## config.mk

```make
export PLATFORM = sky130hd
export DESIGN_NAME = lzrw_group_packer
export DESIGN_NICKNAME = d
export VERILOG_FILES = /design/src/rtl/lzrw_pkg.sv /design/src/rtl/lzrw_group_buf.sv /design/src/rtl/lzrw_group_packer.sv
export SDC_FILE = /design/constraint.sdc
export NUM_CORES = 1
export LEC_CHECK = 0
export BUFFER_PORTS_ARGS = -buffer_cell sky130_fd_sc_hd__clkbuf_2
export CORE_ASPECT_RATIO = 0.75
export CORE_MARGIN = 4
export CORE_UTILIZATION = 49
export CTS_BUF_LIST = sky130_fd_sc_hd__clkbuf_8
export DETAILED_ROUTE_END_ITERATION = 7
export GPL_TIMING_DRIVEN = 0
export PLACE_DENSITY = 0.66
export SKIP_CTS_REPAIR_TIMING = 1
export SLEW_MARGIN = 20
export SYNTH_ARGS = -nofsm -noshare
export SYNTH_HDL_FRONTEND = slang
export SYNTH_SLANG_ARGS = --single-unit
```

## constraint.sdc

```tcl
create_clock -name clock -period 3.05 [get_ports clock]
set_clock_uncertainty 0.05 [all_clocks]
set_input_delay 0.61 -clock clock [delete_from_list [all_inputs] [get_ports clock]]
set_output_delay 0.61 -clock clock [all_outputs]
set_load 0.02 [all_outputs]
```

## src/rtl/lzrw_pkg.sv

```systemverilog
// Shared LZRW1 packer types: default field widths, token layout and packer states.
// Latency: n/a (declarations only).
// Backpressure: n/a (declarations only).
package lzrw_pkg;

    localparam int LZRW_GROUP_ITEMS = 16;
    localparam int LZRW_LEN_W       = 4;
    localparam int LZRW_OFF_W       = 12;

    typedef struct packed {
        logic                  is_copy;
        logic [LZRW_LEN_W-1:0] length;
        logic [LZRW_OFF_W-1:0] offset;
        logic [7:0]            literal;
    } token_t;

    typedef enum logic [2:0] {
        COLLECT = 3'd0,
        CTRL_LO = 3'd1,
        CTRL_HI = 3'd2,
        DATA    = 3'd3,
        DONE    = 3'd4
    } pack_state_t;

endpackage

```

## src/rtl/lzrw_group_buf.sv

```systemverilog
// Group byte buffer: appends one or two bytes per token, replays them in order.
// Latency: appended bytes are readable the cycle after the write.
// Backpressure: none internally; the owner advances the read pointer on handshake.
module lzrw_group_buf #(
    parameter int DEPTH = 32,
    parameter int PTR_W = 6
) (
    input  logic             clock,
    input  logic             reset,
    input  logic             clear,
    input  logic             wr_en,
    input  logic             wr_two,
    input  logic [7:0]       wr_b0,
    input  logic [7:0]       wr_b1,
    input  logic             rd_adv,
    input  logic             peek_next,
    output logic [7:0]       rd_data,
    output logic [PTR_W-1:0] nbytes,
    output logic [PTR_W-1:0] rd_ptr
);
    localparam int AW = $clog2(DEPTH);

    logic [7:0]       mem [DEPTH];
    logic [PTR_W-1:0] wr_ptr;
    logic [AW-1:0]    wr_idx0;
    logic [AW-1:0]    wr_idx1;
    logic [AW-1:0]    rd_idx;

    assign wr_idx0 = wr_ptr[AW-1:0];
    assign wr_idx1 = AW'(wr_ptr + PTR_W'(1));
    // peek_next looks one byte ahead so the registered output can be preloaded;
    // past the end the index wraps harmlessly since that value is never used
    assign rd_idx  = peek_next ? AW'(rd_ptr + PTR_W'(1)) : AW'(rd_ptr);
    assign rd_data = mem[rd_idx];
    assign nbytes  = wr_ptr;

    // write and read pointers; clear starts a fresh group
    always_ff @(posedge clock or negedge reset) begin
        if (!reset) begin
            wr_ptr <= '0;
            rd_ptr <= '0;
        end else if (clear) begin
            wr_ptr <= '0;
            rd_ptr <= '0;
        end else begin
            if (wr_en) begin
                wr_ptr <= wr_ptr + (wr_two ? PTR_W'(2) : PTR_W'(1));
            end
            if (rd_adv) begin
                rd_ptr <= rd_ptr + PTR_W'(1);
            end
        end
    end

    // byte storage; contents are only meaningful below wr_ptr
    always_ff @(posedge clock) begin
        if (wr_en) begin
            mem[wr_idx0] <= wr_b0;
            if (wr_two) begin
                mem[wr_idx1] <= wr_b1;
            end
        end
    end

endmodule

```

## src/rtl/lzrw_group_packer.sv

```systemverilog
// LZRW1 group packer: groups tokens, emits control word (lo, hi) then item bytes.
// Latency: first output byte is valid the cycle after the closing token handshake.
// Backpressure: out_ready=0 holds the current byte; in_ready is low outside COLLECT.
module lzrw_group_packer
    import lzrw_pkg::*;
#(
    parameter int GROUP_ITEMS = LZRW_GROUP_ITEMS,
    parameter int LEN_W       = LZRW_LEN_W,
    parameter int OFF_W       = LZRW_OFF_W,
    parameter int CNT_W       = 32
) (
    input  logic             clock,
    input  logic             reset,
    input  logic             in_valid,
    output logic             in_ready,
    input  logic             in_is_copy,
    input  logic [LEN_W-1:0] in_length,
    input  logic [OFF_W-1:0] in_offset,
    input  logic [7:0]       in_literal,
    input  logic             in_last,
    output logic             out_valid,
    input  logic             out_ready,
    output logic [7:0]       out_data,
    output logic             out_last,
    output logic             done,
    output logic [CNT_W-1:0] tokens_total,
    output logic [CNT_W-1:0] bytes_total
);
    localparam int DEPTH = 2 * GROUP_ITEMS;
    localparam int PTR_W = $clog2(DEPTH) + 1;

    if (LEN_W + OFF_W != 16) begin : g_bad_fields
        $error("lzrw_group_packer: LEN_W + OFF_W must equal 16");
    end
    if (GROUP_ITEMS < 1 || GROUP_ITEMS > 16) begin : g_bad_group
        $error("lzrw_group_packer: GROUP_ITEMS must be 1..16");
    end

    pack_state_t      state, state_nxt;
    logic [15:0]      ctrl, ctrl_nxt;
    logic [4:0]       item_cnt;
    logic             last_flag;
    logic             acc, close, out_fire;
    logic [15:0]      copy_word;
    logic [7:0]       gb_wr_b0, gb_rd_data;
    logic             gb_rd_adv, gb_peek, grp_clear;
    logic [PTR_W-1:0] gb_nbytes, gb_rd_ptr;
    logic             rd_last;
    logic             out_valid_d, out_last_d;
    logic [7:0]       out_data_d;

    assign acc       = in_valid && in_ready;
    assign out_fire  = out_valid && out_ready;
    assign close     = acc && (in_last || item_cnt == 5'(GROUP_ITEMS - 1));
    assign ctrl_nxt  = ctrl | (16'(in_is_copy) << item_cnt);
    // with LEN_W+OFF_W fixed at 16 a copy is exactly this word, high byte first
    assign copy_word = {in_length, in_offset};
    assign gb_wr_b0  = in_is_copy ? copy_word[15:8] : in_literal;
    assign rd_last   = (gb_rd_ptr == gb_nbytes - PTR_W'(1));

    lzrw_group_buf #(
        .DEPTH(DEPTH),
        .PTR_W(PTR_W)
    ) u_gbuf (
        .clock    (clock),
        .reset    (reset),
        .clear    (grp_clear),
        .wr_en    (acc),
        .wr_two   (in_is_copy),
        .wr_b0    (gb_wr_b0),
        .wr_b1    (copy_word[7:0]),
        .rd_adv   (gb_rd_adv),
        .peek_next(gb_peek),
        .rd_data  (gb_rd_data),
        .nbytes   (gb_nbytes),
        .rd_ptr   (gb_rd_ptr)
    );

    // state register
    always_ff @(posedge clock or negedge reset) begin
        if (!reset) state <= COLLECT;
        else        state <= state_nxt;
    end

    // next-state logic
    always_comb begin
        state_nxt = state;
        case (state)
            COLLECT: if (close)    state_nxt = CTRL_LO;
            CTRL_LO: if (out_fire) state_nxt = CTRL_HI;
            CTRL_HI: if (out_fire) state_nxt = DATA;
            DATA:    if (out_fire && rd_last) state_nxt = last_flag ? DONE : COLLECT;
            DONE:    state_nxt = COLLECT;
            default: state_nxt = COLLECT;
        endcase
    end

    // buffer control and the next value of the registered output byte
    always_comb begin
        gb_rd_adv   = 1'b0;
        gb_peek     = 1'b0;
        grp_clear   = 1'b0;
        out_valid_d = out_valid;
        out_data_d  = out_data;
        out_last_d  = out_last;
        case (state)
            COLLECT: begin
                if (close) begin
                    out_valid_d = 1'b1;
                    out_data_d  = ctrl_nxt[7:0];
                end
            end
            CTRL_LO: begin
                if (out_fire) out_data_d = ctrl[15:8];
            end
            CTRL_HI: begin
                if (out_fire) begin
                    out_data_d = gb_rd_data;
                    out_last_d = last_flag && (gb_nbytes == PTR_W'(1));
                end
            end
            DATA: begin
                gb_peek = 1'b1;
                if (out_fire) begin
                    gb_rd_adv = 1'b1;
                    if (rd_last) begin
                        grp_clear   = 1'b1;
                        out_valid_d = 1'b0;
                        out_last_d  = 1'b0;
                        out_data_d  = 8'h00;
                    end else begin
                        out_data_d = gb_rd_data;
                        out_last_d = last_flag && (gb_rd_ptr + PTR_W'(2) == gb_nbytes);
                    end
                end
            end
            default: ;
        endcase
    end

    // per-group control word, token count and end-of-stream flag
    always_ff @(posedge clock or negedge reset) begin
        if (!reset) begin
            ctrl      <= '0;
            item_cnt  <= '0;
            last_flag <= 1'b0;
        end else if (grp_clear) begin
            ctrl      <= '0;
            item_cnt  <= '0;
            last_flag <= 1'b0;
        end else if (acc) begin
            ctrl     <= ctrl_nxt;
            item_cnt <= item_cnt + 5'd1;
            if (close) last_flag <= in_last;
        end
    end

    // registered handshake outputs and the done pulse
    always_ff @(posedge clock or negedge reset) begin
        if (!reset) begin
            out_valid <= 1'b0;
            out_data  <= 8'h00;
            out_last  <= 1'b0;
            in_ready  <= 1'b0;
            done      <= 1'b0;
        end else begin
            out_valid <= out_valid_d;
            out_data  <= out_data_d;
            out_last  <= out_last_d;
            in_ready  <= (state_nxt == COLLECT);
            done      <= (state_nxt == DONE);
        end
    end

    // free-running statistics, wrapping at 2^CNT_W
    always_ff @(posedge clock or negedge reset) begin
        if (!reset) begin
            tokens_total <= '0;
            bytes_total  <= '0;
        end else begin
            if (acc)      tokens_total <= tokens_total + CNT_W'(1);
            if (out_fire) bytes_total  <= bytes_total + CNT_W'(1);
        end
    end

endmodule

```

Word-level counts from Yosys, hierarchy flattened
Memory sizes are Yosys's and may differ from the RTL's.
Index checks and enable logic that the tools add are counted.
{"block": "word_totals", "ff_bits": 113, "out_inout_bits": 76, "in_bits": 30, "ram_bits": 256, "n_memories": 1}
{"name": "u_gbuf.mem", "depth": 32, "width": 8, "rd": 1, "rd_clocked_by_memory_dff": 0, "write_ports": 2, "line": "lzrw_group_buf.sv:23", "text": "logic [7:0] mem [DEPTH];"}
{"block": "op_classes", "muxes": 45, "n_reduce_logical": 19, "bitwise_logic": 1, "n_shift": 1, "add_sub_neg": 8, "n_eq_ne": 13}
{"cell": "$add A32 B1 Y32 const B", "count": 2}
{"cell": "$mux W8", "count": 6}
{"cell": "$mux W16", "count": 2}
{"cell": "$pmux W8 S4", "count": 1}
{"cell": "$mux W6", "count": 4}
{"cell": "$mux W1", "count": 20}
{"cell": "$or A16 B16 Y16", "count": 1}
{"cell": "$shl A1 B5 Y16", "count": 1}
{"cell": "$mux W3", "count": 5}
{"cell": "$mux W5", "count": 3}
{"cell": "$eq A6 B6 Y1", "count": 2}
{"cell": "$pmux W3 S4", "count": 1}
{"cell": "$add A5 B1 Y5 const B", "count": 2}
{"cell": "$ne A2 B2 Y1 const B", "count": 5}
{"cell": "$reduce_bool A2 Y1", "count": 5}
{"cell": "$add A6 B1 Y6 const B", "count": 1}
{"cell": "$add A6 B2 Y6", "count": 1}
{"cell": "$add A6 B2 Y6 const B", "count": 1}
{"cell": "$eq A3 B2 Y1 const B", "count": 2}
{"cell": "$eq A6 B1 Y1 const B", "count": 1}
{"cell": "$logic_and A1 B1 Y1", "count": 6}
{"cell": "$logic_not A3 Y1", "count": 2}
{"cell": "$sub A6 B1 Y6 const B", "count": 1}
{"cell": "$eq A5 B4 Y1 const B", "count": 1}
{"cell": "other kinds (10)", "count": 11}

Longest topological paths before layout
Gate-level depths: netlist (run 1).
{"block": "depth", "depth_word": 7, "ltp_mapped": 11, "ltp_nobuf": 9}

Modules after synthesis
A second synthesis (run 1) with hierarchy kept.
{"block": "unflattened", "cells_unflattened": 1735, "hier_area_um2": 21952.3}
{"module": "lzrw_group_buf", "cells_per_inst": 1266, "n_inst": 1, "area_each_um2": 17070.1, "seq_area_each_um2": 7987.7}
{"module": "lzrw_group_packer", "cells_per_inst": 469, "n_inst": 1, "area_each_um2": 4882.2, "seq_area_each_um2": 2527.4}

Least setup slack after synthesis (run 1)
Ideal clock, no wire load.
{"block": "synth_path", "path_type": "input to register", "start": "input in_valid", "end": "memory u_gbuf.mem[22][0], enable pin", "setup_time_ns": 0.384, "required_ns": 2.616, "arrival_ns": 2.200, "path_slack_ns": 0.416, "cell_stages": 7, "path_cell_list": "and2_0 clkbuf_1 nand2_1 nor2_1 nand2_1 clkbuf_1 o21ai_0"}
{"element": "from (decl)", "line": "lzrw_group_packer.sv:14", "text": "input logic in_valid,"}
{"element": "to (decl)", "line": "lzrw_group_buf.sv:23"}

==> impl_metrics.yaml, run 1 <==
run_status:
  result_of_the_run: "finished with violations"
  violations_in_the_final_reports: "setup timing"
final_layout:
  design.final.nets: 2152
  drive_gt1_share_pct: 22.6
  area_growth_from_synthesis_to_final_layout_pct: 15.4
  n_fill_cell: 3441
  number_of_antenna_repair_diodes: 0
  final-instance-count-excl-fill: 2671
  finalInstanceArea_mm2: 0.0229
route:
  detail_route.drc_violations: 0
  post_drt_via_cell_ratio: 6.34
  finalWirelength_um: 68900
  wl_per_cell_um: 25.8
  vias: 16928
  detail-route-antenna-nets: 0
  detail_route.iter0.violations: 2487
  firstDrtPassIters: 6
worst_setup_path:
  ff_to_ff_end: "u_gbuf.mem[24][1]"
  cp-start-kind: "primary input"
  r2r_start: "in_ready"
  r2r.worst_path.cells: 5
  worst_ep_required_time_ps: 3330
  worstPathMaxFanout: 10
  timing.reg2reg.setup_slack_ps: -110
  critical_path_start_end_classification: "primary input to register"
  cp-end-kind: "register"
  critical_path_arrival_ps: 3540
logic_synthesis:
  synthesis.area_mm2: 0.0199
  synthDistinctLibCells: 63
  synth_top_flop_cell: "sky130_fd_sc_hd__edfxtp_1"
  synth_async_sr_flop_share_pct: 30.6
  gate_count_post_synth: 1934
  number_of_synthesized_flops_with_an_enable_pin: 256
  yosysTopAreaCellShare_pct: 38.7
  synth_top_area_cell: "sky130_fd_sc_hd__edfxtp_1"
  post_synth_main_area_contributors: "sky130_fd_sc_hd__edfxtp_1 (39%), sky130_fd_sc_hd__dfrtp_1 (14%), sky130_fd_sc_hd__mux2_2 (7.7%), sky130_fd_sc_hd__a21oi_1 (5.9%), sky130_fd_sc_hd__nand2_1 (4.4%)"
  synthesis.nets: 1978
  synth_seq_area_share_pct: 52.9
  mean_cell_area_of_the_mapped_netlist_um2: 10.3
  synth_warnings: 0
  postSynthRegisterBits: 369
cts:
  tritoncts.num_buffers: 58
  cts_tree: "done"
  ctsRootBufferMaster: "sky130_fd_sc_hd__clkbuf_8"
  cts.htree.levels: 2
  clock_network_latency_to_the_later_pin_of_the_worst_skew_pair_ps: 640
  clockBufferDepth: 3
  clkSinkCount: 369
  clkTransAtPathRegs_ps: 70
placed_design:
  gpl.final_weighted_congestion: 0.970
  detailedPlacementHpwl_um: 48400
  dpl-instance-area_mm2: 0.0211
  place_ws_ps: -1300
  quantity_of_i_o_buffers_inserted_on_ports: 105
  placed_cells: 2560
sta:
  tns_ps: -7410
  finalWorstPathRequiredPeriod_ps: 3250
  worst-slew-pin-transition_ps: 1070
  post-route-period-util_pct: 107
  setup_repair_after_global_routing_missed_its_margin: "yes"
  maxSlewViolCount: 0
  report.final.setup_viol: 93
  max-slew-margin-rel_pct: 29.0
  final_critical_path_setup_slack_ps: -203
  hold_violations: 0
  fmax_ghz: 0.307
worst_hold_path:
  hold_depth: 3
  worstHoldEndpoint: "last_flag"
  holdCritStartpoint: "in_last"
  hold_path_class: "primary input to register"
job:
  max_cap_violation_count: 0
grt:
  grt_util_all_layers_pct: 30.4
  grt_pass1_wl_um: 100000
  grt_overflow: 0
  pin_count_of_the_biggest_net_entering_global_routing: 94
  number_of_antenna_violations_at_the_first_check_in_global_routing: 0
  grt_pass1_vias: 15753
power:
  worst_ir_drop_vdd_uv: 555
  pwr_density_cell_mw_per_mm2: 909
  power.static_leakage_nw: 8.65
floorplan:
  io-pin-count: 106
  placeableCoreArea_mm2: 0.0398
  die_area_mm2: 0.0439
  initial_core_util_pct: 49.9
  die_width_um: 241
  chipHeight_um: 182
  placementRows: 63
-- cells by family after synthesis --
logic type | count (synthesis) | synth area share [%]
simple gates | 710 | 16.3
compound gates | 423 | 12.6
flops | 369 | 52.9
mux | 180 | 10.1
buf+inv | 152 | 3.30
xor+xnor | 86 | 3.83
fa+ha+maj | 14 | 0.919
-- cell usage after synthesis, drive strengths merged, types with 4 or more instances --
| library cell | count |
|---|---|
| mux2 | 136 |
| and2 | 37 |
| ha | 13 |
| a32oi | 12 |
| nand3b | 4 |
| nor2 | 229 |
| dfrtp | 113 |
| nand3 | 85 |
| o22ai | 33 |
| nor3 | 12 |
| nor4 | 14 |
| xor2 | 27 |
| o31a | 4 |
| o21ai | 35 |
| mux2i | 43 |
| and3 | 14 |
| o31ai | 4 |
| a31oi | 6 |
| buf | 48 |
| or4 | 7 |
| clkbuf | 91 |
| a31o | 8 |
| a21oi | 234 |
| a211oi | 66 |
| edfxtp | 256 |
| xnor2 | 59 |
| and4 | 13 |
| nand2 | 232 |
| nand2b | 10 |
| nor2b | 31 |
| inv | 13 |
| nand4 | 12 |
-- area by class of cell --
cell class	instances	area, µm²	area share, %
Buffer	137	641	2.79
Clock buffer	63	867	3.78
Clock inverter	40	189	0.824
Inverter	13	48.8	0.213
Multi-Input combinational cell	1413	9350	40.8
Sequential cell	369	10500	45.8
Tap cell	520	651	2.84
Timing Repair Buffer	116	677	2.95
-- flip-flops by register name, summed over array words and instances, names as in the netlist --
register,flops
tokens_total,32
out_data,8
u_gbuf.nbytes,6
in_ready,1
item_cnt,5
state,3
out_last,1
out_valid,1
u_gbuf.rd_ptr,6
last_flag,1
ctrl,16
u_gbuf.mem,256
done,1
bytes_total,32
-- worst max-delay path: stages --
cell and delay, ps:
sky130_fd_sc_hd__clkbuf_2 300, sky130_fd_sc_hd__buf_2 340, sky130_fd_sc_hd__buf_2 540, sky130_fd_sc_hd__mux2i_2 930, sky130_fd_sc_hd__clkbuf_1 630, sky130_fd_sc_hd__a21oi_1 150
-- through the flow --
| stage | hold WS, ps | power [mW] | utilization [%] |
|---|---|---|---|
| final | 239 | 20.8 | 57.6 |
| after global routing | 268 | 21.6 | 57.6 |
| after CTS | -236 | 19.4 | 55.8 |
| after detailed placement | 415 | 15.5 | 53.1 |
| after global placement | 411 | 15.4 | 52.9 |
| after floorplan | 264 | 11.9 | - |
-- power breakdown --
part / internal, mW / switching (mW) / leakage [nW]
logic: 3.41 / 7.46 / 4.21
clock network: 1.97 / 2.04 / 0.632
registers: 5.69 / 0.269 / 3.81
-- layout by cell type, fill, tap and decap left out, drive strengths merged, types with 4 or more instances in the layout --
master,netlist,layout
nand4,12,12
dfrtp,113,113
nor2b,31,31
and4,13,13
nor3,12,12
buf,48,47
nand2b,10,10
or4,7,7
o21ai,35,35
a31oi,6,6
xor2,27,27
a21oi,234,234
clkbuf,91,268
nand2,232,232
clkinv,0,11
a211oi,66,66
nand3b,4,4
edfxtp,256,256
inv,13,39
a32oi,12,12
nand3,85,85
mux2i,43,43
nor4,14,14
o31ai,4,4
mux2,136,136
and2,37,37
xnor2,59,59
o31a,4,4
and3,14,14
o22ai,33,33
ha,13,13
nor2,229,229
a31o,8,8
-- routing by layer --
| layer | track usage (%) | part of all wire, % | up-vias |
|---|---|---|---|
| met1 | 44.5 | 41 | 8273 |
| li1 | - | - | 7389 |
| met2 | 43.2 | 42 | 1101 |
| met4 | 11.1 | 4.0 | 0 |
| met5 | 0 | 0 | - |
| met3 | 8.43 | 13 | 165 |
-- worst max-delay path by stage --
| stage | startpoint | cells after the start | slack, ps | to |
|---|---|---|---|---|
| global placement | in_valid | 8 | -1260 | u_gbuf.mem[6][1] |
| finish | in_is_copy | 6 | -200 | u_gbuf.mem[20][2] |
| CTS | in_ready | 7 | -960 | u_gbuf.mem[6][3] |
| global route | in_ready | 5 | -130 | u_gbuf.mem[24][2] |
| floorplan | in_valid | 7 | 420 | u_gbuf.mem[22][0] |
| detailed placement | in_valid | 8 | -1300 | u_gbuf.mem[6][1] |
Note: power is estimated with default switching activity, not from simulation.
==> inputs of run 2 (changes only) <==
--- a/config.mk
+++ b/config.mk
@@ -6,13 +6,15 @@
 export NUM_CORES = 1
 export LEC_CHECK = 0
 export BUFFER_PORTS_ARGS = -buffer_cell sky130_fd_sc_hd__clkbuf_2
+export CELL_PAD_IN_SITES_DETAIL_PLACEMENT = 1
+export CELL_PAD_IN_SITES_GLOBAL_PLACEMENT = 1
 export CORE_ASPECT_RATIO = 0.75
 export CORE_MARGIN = 4
-export CORE_UTILIZATION = 49
-export CTS_BUF_LIST = sky130_fd_sc_hd__clkbuf_8
+export CORE_UTILIZATION = 45
+export CTS_BUF_LIST = sky130_fd_sc_hd__clkbuf_2 sky130_fd_sc_hd__clkbuf_4 sky130_fd_sc_hd__clkbuf_8
 export DETAILED_ROUTE_END_ITERATION = 7
 export GPL_TIMING_DRIVEN = 0
-export PLACE_DENSITY = 0.66
+export PLACE_DENSITY = 0.75
 export SKIP_CTS_REPAIR_TIMING = 1
 export SLEW_MARGIN = 20
 export SYNTH_ARGS = -nofsm -noshare
==> impl_metrics.yaml, run 2 (synthesis results as in run 1) <==
sta:
  finalWorstPathRequiredPeriod_ps: 3120
  max-slew-margin-rel_pct: 28.1
  final_critical_path_setup_slack_ps: -70.1
  setup_repair_after_global_routing_missed_its_margin: "yes"
  tns_ps: -77.8
  maxSlewViolCount: 0
  worst-slew-pin-transition_ps: 1080
  report.final.setup_viol: 3
  fmax_ghz: 0.321
  hold_violations: 0
  post-route-period-util_pct: 102
route:
  detail-route-antenna-nets: 0
  detail_route.drc_violations: 0
  vias: 16918
  finalWirelength_um: 73900
  detail_route.iter0.violations: 1863
  firstDrtPassIters: 6
  post_drt_via_cell_ratio: 6.19
  wl_per_cell_um: 27.1
final_layout:
  final_common_cell: "sky130_fd_sc_hd__edfxtp_1"
  number_of_antenna_repair_diodes: 0
  design.final.nets: 2154
  drive_gt1_share_pct: 24.2
  n_fill_cell: 4756
  finalInstanceArea_mm2: 0.0232
  area_growth_from_synthesis_to_final_layout_pct: 16.8
  top_register: "u_gbuf.mem"
  most_frequent_cells_in_the_layout: "sky130_fd_sc_hd__edfxtp_1 (256), sky130_fd_sc_hd__nand2_1 (226), sky130_fd_sc_hd__a21oi_1 (221)"
  largest_registers: "u_gbuf.mem (256), bytes_total (32), tokens_total (32)"
  max_reg_flops: 256
  final-instance-count-excl-fill: 2732
worst_setup_path:
  cp-start-kind: "primary input"
  r2r_start: "u_gbuf.rd_ptr[1]"
  cp-end-kind: "register"
  critical_path_start_end_classification: "primary input to register"
  critical_path_arrival_ps: 3410
  worstPathMaxFanout: 10
  timing.reg2reg.setup_slack_ps: 30
  ff_to_ff_end: "out_data[1]"
  worst_ep_required_time_ps: 3340
  r2r.worst_path.cells: 10
floorplan:
  placeableCoreArea_mm2: 0.0435
  io-pin-count: 106
  die_width_um: 251
  initial_core_util_pct: 45.7
  die_area_mm2: 0.0476
  placementRows: 66
  chipHeight_um: 190
power:
  worst_ir_drop_vdd_uv: 589
  pwr_density_cell_mw_per_mm2: 939
  power.static_leakage_nw: 8.73
  p_total_mw: 21.8
job:
  max_cap_violation_count: 0
cts:
  tritoncts.num_buffers: 59
  clkTransAtPathRegs_ps: 80
  cts.htree.levels: 2
  ctsRootBufferMaster: "sky130_fd_sc_hd__clkbuf_8"
  clockBufferDepth: 3
  clkSinkCount: 369
  cts_tree: "done"
  clock_network_latency_to_the_later_pin_of_the_worst_skew_pair_ps: 670
placed_design:
  placed_cells: 2622
  detailedPlacementHpwl_um: 54200
  dpl-instance-area_mm2: 0.0212
  gpl.final_weighted_congestion: 1.01
  quantity_of_i_o_buffers_inserted_on_ports: 105
  place_ws_ps: -1370
grt:
  grt_pass1_vias: 16728
  number_of_antenna_violations_at_the_first_check_in_global_routing: 0
  grt_overflow: 0
  grt_pass1_wl_um: 109000
  grt_util_all_layers_pct: 30.3
  pin_count_of_the_biggest_net_entering_global_routing: 89
worst_hold_path:
  hold_depth: 3
  holdCritStartpoint: "in_last"
  hold_path_class: "primary input to register"
  worstHoldEndpoint: "last_flag"
run_status:
  violations_in_the_final_reports: "setup timing"
  result_of_the_run: "finished with violations"
## run 2: changes by cell type in the layout (fill, tap and decap cells not counted), sizes merged
cell	change
buf	+9
clkinvlp	-2
clkbuf	+20
clkinv	+1
bufinv	-1
inv	-24
## run 2: worst max-delay path by stage
stage | from | to | cells past startpoint
final | in_is_copy | u_gbuf.mem[1][6] | 6
after floorplan | in_valid | u_gbuf.mem[22][0] | 7
after detailed placement | in_valid | u_gbuf.mem[30][7] | 8
after global placement | in_valid | u_gbuf.mem[2][0] | 8
after CTS | in_ready | u_gbuf.mem[30][1] | 7
after global routing | u_gbuf.nbytes[0] | u_gbuf.mem[23][7] | 9
## run 2: final cells by class
type | count | area, µm² | share of cell area, %
Timing Repair Buffer | 120 | 747 | 3.22
Multi-Input combinational cell | 1413 | 9380 | 40.4
Clock inverter | 14 | 72.6 | 0.312
Sequential cell | 369 | 10500 | 45.3
Buffer | 134 | 641 | 2.76
Inverter | 13 | 48.8 | 0.210
Tap cell | 578 | 723 | 3.11
Clock buffer | 91 | 1100 | 4.75
## run 2: worst max-delay path: stages
cell and delay, ps:
sky130_fd_sc_hd__clkbuf_2 300, sky130_fd_sc_hd__buf_2 340, sky130_fd_sc_hd__buf_2 470, sky130_fd_sc_hd__mux2i_2 790
sky130_fd_sc_hd__clkbuf_1 690, sky130_fd_sc_hd__a21oi_1 190
## run 2: routing by layer
| layer | track usage [%] | wire (µm) | vias up |
|---|---|---|---|
| met2 | 46.0 | 32600 | 829 |
| met5 | 0 | 0 | - |
| met1 | 43.7 | 31000 | 8558 |
| met4 | 9.32 | 2180 | 0 |
| met3 | 6.87 | 8120 | 149 |
| li1 | - | - | 7382 |
## run 2: stage by stage
stage / hold slack (ps) / util [%]
final: 214 / 53.4
after global routing: 203 / 53.4
after CTS: -235 / 51.5
after detailed placement: 411 / 48.8
after global placement: 408 / 48.6
after floorplan: 264 / -
## run 2: power by group
group / switching [mW] / leakage (nW) / total [mW] / internal (mW)
clock: 2.12 / 0.627 / 4.41 / 2.29
sequential: 0.284 / 3.81 / 5.98 / 5.69
combinational: 7.68 / 4.29 / 11.4 / 3.75
total: 10.1 / 8.73 / 21.8 / 11.7
